<file path="src/rtl/lime_mem_defs.sv">
// Shared definitions for the unified instruction/data memory path.
// Contents:
//   state_e                  transaction sequencer states (3-bit)
//   OWNER_CPU / OWNER_LDR    requester indices used for grants and owner
//   DEF_ADDR_W / DEF_DATA_W  default memory address and data widths
package lime_mem_defs;

  typedef enum logic [2:0] {
    ST_IDLE  = 3'd0,
    ST_ISSUE = 3'd1,
    ST_WAIT  = 3'd2,
    ST_CAPT  = 3'd3,
    ST_DONE  = 3'd4
  } state_e;

  localparam logic OWNER_CPU = 1'b0;
  localparam logic OWNER_LDR = 1'b1;

  localparam int DEF_ADDR_W = 16;
  localparam int DEF_DATA_W = 16;

endpackage

</file>
<file path="src/rtl/rr_arb2.sv">
// Two-way combinational arbiter for shared resources.
// Ports:
//   req0_i       request from requester 0
//   req1_i       request from requester 1
//   last_i       index of the requester served most recently
//   fixed_pri_i  1 = requester 0 always wins a tie; 0 = round-robin on ties
//   gnt_o        index of the winning requester (0 when nothing is requested)
//   valid_o      at least one request is present
module rr_arb2 (
  input  logic req0_i,
  input  logic req1_i,
  input  logic last_i,
  input  logic fixed_pri_i,
  output logic gnt_o,
  output logic valid_o
);

  // A lone request always wins; on a tie the requester that did not go last
  // wins, unless fixed priority pins the grant to requester 0.
  assign gnt_o   = (req0_i && req1_i) ? (fixed_pri_i ? 1'b0 : ~last_i) : req1_i;
  assign valid_o = req0_i | req1_i;

endmodule

</file>
<file path="src/rtl/mem_port_arbiter.sv">
// Shares the unified memory between the processor core and the loader/debug
// port, running each access as a fixed-latency transaction:
// IDLE -> ISSUE -> WAIT -> CAPT -> DONE -> IDLE.
// Ports:
//   CLK, Reset                      clock (rising edge), async active-high reset
//   cpu_req/we/addr/wdata           core request; req held until cpu_ack
//   cpu_ack, cpu_rdata              core completion pulse and held read data
//   ldr_req/we/addr/wdata           loader request; req held until ldr_ack
//   ldr_ack, ldr_rdata              loader completion pulse and held read data
//   mem_en/we/addr/wdata            one-cycle memory strobe and its fields
//   mem_rdata                       memory read data, valid MEM_LAT cycles after mem_en
//   busy                            high in every state except IDLE
//   owner                           current or last grant (0 = core, 1 = loader)
module mem_port_arbiter
  import lime_mem_defs::*;
#(
  parameter int ADDR_W    = DEF_ADDR_W,
  parameter int DATA_W    = DEF_DATA_W,
  parameter int MEM_LAT   = 2,   // legal range 1..15
  parameter bit FIXED_PRI = 1'b0
) (
  input  logic              CLK,
  input  logic              Reset,
  input  logic              cpu_req,
  input  logic              cpu_we,
  input  logic [ADDR_W-1:0] cpu_addr,
  input  logic [DATA_W-1:0] cpu_wdata,
  output logic              cpu_ack,
  output logic [DATA_W-1:0] cpu_rdata,
  input  logic              ldr_req,
  input  logic              ldr_we,
  input  logic [ADDR_W-1:0] ldr_addr,
  input  logic [DATA_W-1:0] ldr_wdata,
  output logic              ldr_ack,
  output logic [DATA_W-1:0] ldr_rdata,
  output logic              mem_en,
  output logic              mem_we,
  output logic [ADDR_W-1:0] mem_addr,
  output logic [DATA_W-1:0] mem_wdata,
  input  logic [DATA_W-1:0] mem_rdata,
  output logic              busy,
  output logic              owner
);

  localparam logic [3:0] LAT_M1 = 4'(MEM_LAT - 1);

  state_e              state_q, state_d;
  logic [3:0]          cnt_q;
  logic                we_q;
  logic [ADDR_W-1:0]   addr_q;
  logic [DATA_W-1:0]   wdata_q;
  logic                owner_q;
  logic                last_q;
  logic                cpu_ack_q, ldr_ack_q;
  logic [DATA_W-1:0]   cpu_rdata_q, ldr_rdata_q;
  logic                gnt_idx, gnt_vld;

  rr_arb2 u_arb (
    .req0_i      (cpu_req),
    .req1_i      (ldr_req),
    .last_i      (last_q),
    .fixed_pri_i (FIXED_PRI),
    .gnt_o       (gnt_idx),
    .valid_o     (gnt_vld)
  );

  // State register.
  // NOTE: sequential state uses non-blocking assignments so every register
  // updates from the same pre-edge values, whatever the process order.
  always_ff @(posedge CLK or posedge Reset) begin
    if (Reset) state_q <= ST_IDLE;
    else       state_q <= state_d;
  end

  // Next-state logic. Requests only matter in IDLE.
  // NOTE: the default assignment up front gives every path a value, so no
  // latch is inferred for state_d.
  always_comb begin
    state_d = state_q;
    case (state_q)
      ST_IDLE:  if (gnt_vld) state_d = ST_ISSUE;
      ST_ISSUE: state_d = (MEM_LAT > 1) ? ST_WAIT : ST_CAPT;
      // cnt_q == 1 means this decrement brings the count to zero.
      ST_WAIT:  if (cnt_q == 4'd1) state_d = ST_CAPT;
      ST_CAPT:  state_d = ST_DONE;
      ST_DONE:  state_d = ST_IDLE;
      default:  state_d = ST_IDLE;
    endcase
  end

  // Outputs decoded from state only: no combinational path from the requests.
  always_comb begin
    mem_en = 1'b0;
    busy   = 1'b1;
    case (state_q)
      ST_IDLE:  busy   = 1'b0;
      ST_ISSUE: mem_en = 1'b1;
      default:  ;
    endcase
    mem_we = mem_en & we_q;
  end

  // Latched request fields, latency counter, read-data capture and acks.
  always_ff @(posedge CLK or posedge Reset) begin
    if (Reset) begin
      cnt_q       <= '0;
      we_q        <= 1'b0;
      addr_q      <= '0;
      wdata_q     <= '0;
      owner_q     <= OWNER_CPU;
      last_q      <= OWNER_LDR;   // core wins the first tie
      cpu_ack_q   <= 1'b0;
      ldr_ack_q   <= 1'b0;
      cpu_rdata_q <= '0;
      ldr_rdata_q <= '0;
    end else begin
      cpu_ack_q <= 1'b0;
      ldr_ack_q <= 1'b0;
      case (state_q)
        ST_IDLE: begin
          if (gnt_vld) begin
            owner_q <= gnt_idx;
            if (gnt_idx == OWNER_LDR) begin
              we_q    <= ldr_we;
              addr_q  <= ldr_addr;
              wdata_q <= ldr_wdata;
            end else begin
              we_q    <= cpu_we;
              addr_q  <= cpu_addr;
              wdata_q <= cpu_wdata;
            end
          end
        end
        ST_ISSUE: cnt_q <= LAT_M1;
        ST_WAIT:  cnt_q <= cnt_q - 4'd1;
        ST_CAPT: begin
          if (!we_q) begin
            if (owner_q == OWNER_CPU) cpu_rdata_q <= mem_rdata;
            else                      ldr_rdata_q <= mem_rdata;
          end
        end
        ST_DONE: begin
          last_q <= owner_q;
          if (owner_q == OWNER_CPU) cpu_ack_q <= 1'b1;
          else                      ldr_ack_q <= 1'b1;
        end
        default: ;
      endcase
    end
  end

  assign cpu_ack   = cpu_ack_q;
  assign ldr_ack   = ldr_ack_q;
  assign cpu_rdata = cpu_rdata_q;
  assign ldr_rdata = ldr_rdata_q;
  assign mem_addr  = addr_q;
  assign mem_wdata = wdata_q;
  assign owner     = owner_q;

endmodule

</file>
<file path="config.mk">
export PLATFORM = sky130hd
export DESIGN_NAME = mem_port_arbiter
export DESIGN_NICKNAME = d
export VERILOG_FILES = /design/src/rtl/lime_mem_defs.sv /design/src/rtl/rr_arb2.sv /design/src/rtl/mem_port_arbiter.sv
export SDC_FILE = /design/constraint.sdc
export NUM_CORES = 1
export LEC_CHECK = 0
export CAP_MARGIN = 10
export CORE_MARGIN = 3
export CORE_UTILIZATION = 37
export CTS_CLUSTER_DIAMETER = 120
export DETAILED_ROUTE_END_ITERATION = 16
export PLACE_DENSITY = 0.77
export SETUP_SLACK_MARGIN = 0.02
export SYNTH_ARGS = -nofsm -noshare
export SYNTH_HDL_FRONTEND = slang
export SYNTH_SLANG_ARGS = --single-unit
</file>
<file path="constraint.sdc">
create_clock -name CLK -period 2.5 [get_ports CLK]
set_input_delay 0.5 -clock CLK [delete_from_list [all_inputs] [get_ports CLK]]
set_output_delay 0.5 -clock CLK [all_outputs]
set_load 0.01 [all_outputs]
</file>
==> metrics.yaml, run 1 <==
result_of_the_run: "complete, no violations"
cp_slowest_cell: "clkdlybuf4s50_1"
grt_max_degree: 36
dominant_combinational_cell_family_by_area_after_synthesis: "compound AO/OA/AOI/OAI gates"
seq_area_frac_synth_pct: 57.6
crit_path_max_incr_delay_ns: 0.54
cts_hold_repair.buffers: 0
finalSetupViolCount: 0
fin_crit_ns: 2.23
layout_commonest_cell: "clkdlybuf4s50_1"
dieWidth_um: 100
timing.final.max_slew_violations: 0
fillerInstances: 651
synthDominantCellAreaShare_pct: 56.8
multiInputGateArea_mm2: 0.00128
synth_mux_area_share_pct: 12.4
cp_max_fo: 10
iteration_0_drc_count_of_the_detailed_router: 123
holdCritPathClass: "input port to async pin"
finalSetupTns_ns: 0
syn-mean-instance-area_um2: 13.7
num_vias: 2687
globalRouteOverflowTotal: 0
syn-instance-count: 241
drt-pass1-iter-count: 4
final_net_count: 487
ys_warn_count: 0
path_depth: 3
r2r-end: "cpu_rdata[13]"
synthXorXnorAreaFrac_pct: 0.265
critical_path_buf_inv_count: 1
post_synth_and_or_nand_nor_area_fraction_pct: 11.1
ff_latch_area_mm2: 0.00190
synth_top_area_cells: "dfrtp_1, o221a_2, mux2_2"
final-instance-count-excl-fill: 509
rsz0062_at_grt: "false"
core_region_area_mm2: 0.00842
yosysTopAreaCell: "dfrtp_1"
met1_track_utilization_from_global_routing_pct: 24.3
synthesis.area_mm2: 0.00330
timing.critical_path.max_delay_family: "buffers and inverters"
ys_types: 40
post-place-cells: 493
gr-usage-all-layers_pct: 19.4
cp_endpoint_kind: "primary output"
wl_mm: 9.43
hold_viol_final: 0
final_min_period_over_clock_period_pct: 89.0
regToRegSetupSlack_ns: 0.67
cts_htree_levels: 3
grt_util_met2_pct: 31.4
irDropWorstVdd_mv: 0.538
routedWlPerCell_um: 18.5
crit_end: "mem_we"
globalplace.congestion: 0.847
antenna_left: 0
total_die_area_mm2: 0.0101
grt_use_met3_pct: 5.54
critical_path_required_ns: 2.00
post-cts-setup-buffers: 0
initial_core_utilization_pct: 39.2
worstMarginPinSlew_ns: 0.501
tritoncts_clock_tree: "done"
row_count: 33
synthAdderAreaFrac_pct: 0.758
timing.max_slew.rel_slack_pct: 66.6
timing.reg2reg.worst_path_depth: 5
cts-resized-gates: 0
clock_tree.root_cell: "clkbuf_8"
crit_path_arrival_time_ns: 1.73
r2r_start: "state_q[2]"
clkLatencyLatePin_ns: 0.35
power.leakage_nw: 2.10
antennaDiodeCount: 0
grt.busiest_layer: "met2"
top_level_ports: 156
clk_pin_slew_worst_paths_ns: 0.08
crit_path_cell_trace: "nor2_1 > and2_1 > clkdlybuf4s50_1"
antenna_found_initial: 0
crit_path_start: "state_q[1]"
cts_max_path_buffers: 2
timing.fmax_ghz: 0.449
worst_clock_skew_ns: 0.0128
cts_inserted_buffers: 9
io_buffer_count: 155
cts.sink_count: 76
areaGrowthSynthToFinish_pct: 58.2
maxCapViolations: 0
synth_compound_area_share_pct: 14.3
critical_path.startpoint_type: "flip-flop"
drt-vias-per-instance: 5.28
syn_nets: 329
most-common-layout-cells: "clkdlybuf4s50_1, dfrtp_1, or3_1"
drc: 0
die_h_um: 100
grt_first_pass_wirelength_mm: 15.2
criticalPathCategory: "flip-flop to primary output"
powerDensity_mw_per_mm2: 1240
yosys_register_bits: 76
grt_pass1_vias: 2867
total_power_mw: 6.45
detailedPlacementHpwl_mm: 7.11
drive_above_1_share_pct: 24.0
## per-layer routing
metal	vias to the layer above	wire length, um	share of wire, %
met5	-	0	0
met4	0	239	2.5
met3	17	848	9.0
met2	116	4560	48
met1	1326	3780	40
li1	1228	-	-
## final cells by class
type                       instances  share of cell area, %
multi-input combinational        142                   24.5
clock buffer                      11                   2.71
inverter                           5                  0.383
clock inverter                     5                   2.06
tap                              105                   2.51
timing repair buffer             165                   31.4
sequential                        76                   36.4
## where the power goes
part / leakage (nW) / internal, mW / switching, mW
logic: 1.09 / 1.87 / 1.22
registers: 0.883 / 1.82 / 0.373
clock network: 0.124 / 0.697 / 0.463
total: 2.10 / 4.40 / 2.06
## how the worst min path moves through the flow
| stage | startpoint | to | slack, ns | cells after the start |
|---|---|---|---|---|
| final | Reset | mem_wdata[10] | 0.47 | 2 |
| after global routing | Reset | mem_wdata[10] | 0.51 | 2 |
| after CTS | Reset | mem_wdata[10] | 0.48 | 2 |
| after detailed placement | cpu_rdata[8] | cpu_rdata[8] | 0.49 | 1 |
| after global placement | ldr_rdata[6] | ldr_rdata[6] | 0.49 | 1 |
| after floorplan | last_q | last_q | 0.50 | 1 |
## cell usage after synthesis
library cell  number
a211oi_1           1
a21bo_2            1
a21o_1             1
a21oi_1            3
a22oi_1            1
a2bb2oi_1          1
and2_1             1
and3_1             1
and4bb_1           1
buf_2              5
buf_6              3
clkbuf_1           8
clkbuf_2           2
dfrtp_1           75
dfstp_2            1
ha_1               2
inv_1              4
inv_2              1
mux2_2            23
mux2_4            10
nand2_1            3
nand2_2            1
nand2b_1           3
nand3_1            1
nor2_1             6
nor2_2             1
nor2b_1            1
nor2b_4            1
nor3_1             2
nor3_4             1
nor4b_1            1
o21ai_0            3
o221a_1            2
o221a_2           31
o22a_1             1
o22ai_1            2
o2bb2ai_1          1
or3_1             33
or4b_1             1
xnor2_1            1
## flip-flops by register name, indices dropped and copies added, names as in the netlist, 3 cells and up
signal,cells
mem_addr,16
cpu_rdata,16
state_q,3
mem_wdata,16
cnt_q,4
ldr_rdata,16
## stage by stage
| step | utilization [%] | hold slack (ns) | area, um^2 | setup slack (ns) |
|---|---|---|---|---|
| global placement | 59.1 | 0.486 | 4980 | 0.467 |
| detailed placement | 59.1 | 0.492 | 4980 | 0.409 |
| CTS | 62.0 | 0.476 | 5230 | 0.245 |
| global route | 62.0 | 0.508 | 5230 | 0.164 |
| floorplan | - | 0.498 | 3300 | 0.0633 |
| finish | 62.0 | 0.467 | 5230 | 0.275 |
## cells by family (layout without fill, tap and decap cells)
group	after synthesis	after routing
DFF	76	76
and+or+nand+nor	58	58
AOI/OAI and AO/OA	48	48
muxes	33	33
buffers and inverters	23	186
adders and majority gates	2	2
xor gates and xnor gates	1	1
No activity file was read; power rests on OpenSTA's default activity.
==> inputs of run 2 (changes only) <==
Settings changed: CORE_UTILIZATION 37 to 38, CTS_BUF_LIST from default to sky130_fd_sc_hd__clkbuf_2 sky130_fd_sc_hd__clkbuf_4 sky130_fd_sc_hd__clkbuf_8, PLACE_DENSITY 0.77 to 0.79.
==> metrics.yaml, run 2 (synthesis gave the netlist of run 1 again) <==
result_of_the_run: "complete, no violations"
routedWlPerCell_um: 17.6  # -5.1%
drc: 0  # unchanged
post_dp_cell_area_mm2: 0.00495  # -0.45%
core_region_area_mm2: 0.00834  # -0.98%
total_power_mw: 6.32  # -2.1%
layout_commonest_cell: "clkdlybuf4s50_1"
holdCritPathClass: "input port to async pin"
ff_latch_area_mm2: 0.00191  # +0.13%
grt_max_degree: 39  # +8.3%
die_h_um: 99.2  # -1.2%
r2r-end: "mem_addr[5]"
most-common-layout-cells: "clkdlybuf4s50_1, dfrtp_1, or3_1"
drt-pass1-iter-count: 4  # unchanged
globalRouteOverflowTotal: 0  # unchanged
dieWidth_um: 99.2  # -1.2%
fin_crit_ns: 2.35  # +0.126 ns
grt_pass1_vias: 2792  # -2.6%
timing.hold.ws_ns: 0.468  # +0.000914 ns
detailedPlacementHpwl_mm: 6.65  # -6.5%
tritoncts_clock_tree: "done"
timing.final.max_slew_violations: 0  # unchanged
irDropWorstVdd_mv: 0.496  # -7.8%
clk_pin_slew_worst_paths_ns: 0.08  # about the same
cts.sink_count: 76  # unchanged
regToRegSetupSlack_ns: 0.38  # -0.29 ns
top_level_ports: 156  # unchanged
timing.max_slew.rel_slack_pct: 57.6  # -9.0 points
final_min_period_over_clock_period_pct: 94.0  # +5.0 points
criticalPathCategory: "flip-flop to primary output"
rsz0062_at_grt: "false"
num_vias: 2625  # -2.3%
initial_core_utilization_pct: 39.6  # +0.39 points
drt-vias-per-instance: 5.19  # -1.7%
total_die_area_mm2: 0.00985  # -2.5%
antennaDiodeCount: 0  # unchanged
clock_tree.root_cell: "clkbuf_8"
critical_path_required_ns: 2.00  # about the same
final_util_pct: 62.2  # +0.16 points
power.leakage_nw: 2.07  # -1.4%
areaGrowthSynthToFinish_pct: 57.0
hold_viol_final: 0  # unchanged
io_buffer_count: 155  # unchanged
post_route_cell_area_mm2: 0.00519  # -0.72%
row_count: 33  # unchanged
drive_above_1_share_pct: 24.2  # +0.18 points
finalSetupViolCount: 0  # unchanged
finalSetupTns_ns: 0  # unchanged
clkLatencyLatePin_ns: 0.34  # about the same
cts_htree_levels: 3  # unchanged
cts_max_path_buffers: 2  # unchanged
timing.fmax_ghz: 0.425  # -5.4%
timing.reg2reg.worst_path_depth: 5  # unchanged
cp_max_fo: 12  # +2
maxCapViolations: 0  # unchanged
cp_endpoint_kind: "primary output"
gr-usage-all-layers_pct: 18.3  # -1.1 points
worstMarginPinSlew_ns: 0.635  # +0.135 ns
antenna_left: 0  # unchanged
crit_path_arrival_time_ns: 1.85  # +0.12 ns
cts_inserted_buffers: 9  # unchanged
multiInputGateArea_mm2: 0.00128  # unchanged
grt_first_pass_wirelength_mm: 14.3  # -5.8%
r2r_start: "state_q[0]"
globalplace.congestion: 0.883  # +4.3%
critical_path.startpoint_type: "flip-flop"
final_net_count: 484  # -0.62%
iteration_0_drc_count_of_the_detailed_router: 128  # +4.1%
worst_clock_skew_ns: 0.0102  # -0.00263 ns
antenna_found_initial: 0  # unchanged
wl_mm: 8.90  # -5.6%
fillerInstances: 675  # +3.7%
powerDensity_mw_per_mm2: 1220  # -1.4%
==> run 2: cell types whose count changed in the layout (fill, tap and decap cells not counted) <==
cell / change
bufinv_16: -1
dfrtp_1: -2
buf_4: -3
clkinvlp_4: +1
inv_6: +1
dfrtp_2: +2
clkbuf_1: -1
==> run 2: worst max-delay path by stage <==
stage / startpoint / end / slack [ns] / cells after the start
2_1_floorplan: Reset / cnt_q[0] / 0.06 / 1
3_3_place_gp: ldr_req / mem_addr[3] / 0.30 / 5
3_5_place_dp: ldr_req / mem_addr[5] / 0.24 / 5
4_1_cts: state_q[2] / mem_we / 0.06 / 4
5_1_grt: state_q[2] / mem_we / 0.02 / 4
6_report: state_q[2] / mem_we / 0.15 / 4
==> run 2: routing by layer <==
metal / track usage, % / vias up / part of all wire (%)
met5: 0 / - / 0
met4: 6.09 / 0 / 1.0
met3: 5.05 / 8 / 8.1
met2: 30.5 / 130 / 48
met1: 23.0 / 1265 / 43
li1: - / 1222 / -
==> run 2: critical path, stage by stage, from the launching register on <==
cell	delay [ns]
dfrtp_2	0.50
nand2b_1	0.20
nor2_1	0.14
and2_1	0.14
clkdlybuf4s50_1	0.53
==> run 2: cell type report <==
cell class / instances / share of cell area, %
Clock buffer: 10 / 2.65
Clock inverter: 6 / 1.81
Inverter: 5 / 0.386
Multi-Input combinational cell: 142 / 24.7
Sequential cell: 76 / 36.7
Tap cell: 105 / 2.53
Timing Repair Buffer: 162 / 31.2
==> run 2: repair_timing <==
item / 4_1_cts / 5_1_grt
resized for setup: 1 / 1
hold buffers: 0 / 0
hold endpoints to repair: 0 / 0
setup buffers: 0 / 0
endpoints found under the setup margin: 2 / 1
cloned: 0 / 0
==> run 2: report_power, final <==
part / leakage (nW) / switching (mW) / internal (mW)
registers: 0.880 / 0.433 / 1.83
clock network: 0.113 / 0.458 / 0.598
logic: 1.07 / 1.15 / 1.85
total: 2.07 / 2.05 / 4.27
==> run 2: metrics by stage <==
stage / cells / setup WS (ns)
global placement: 490 / 0.302
floorplan: 241 / 0.0633
detailed placement: 490 / 0.240
CTS: 506 / 0.0648
finish: 506 / 0.149
global route: 506 / 0.0236
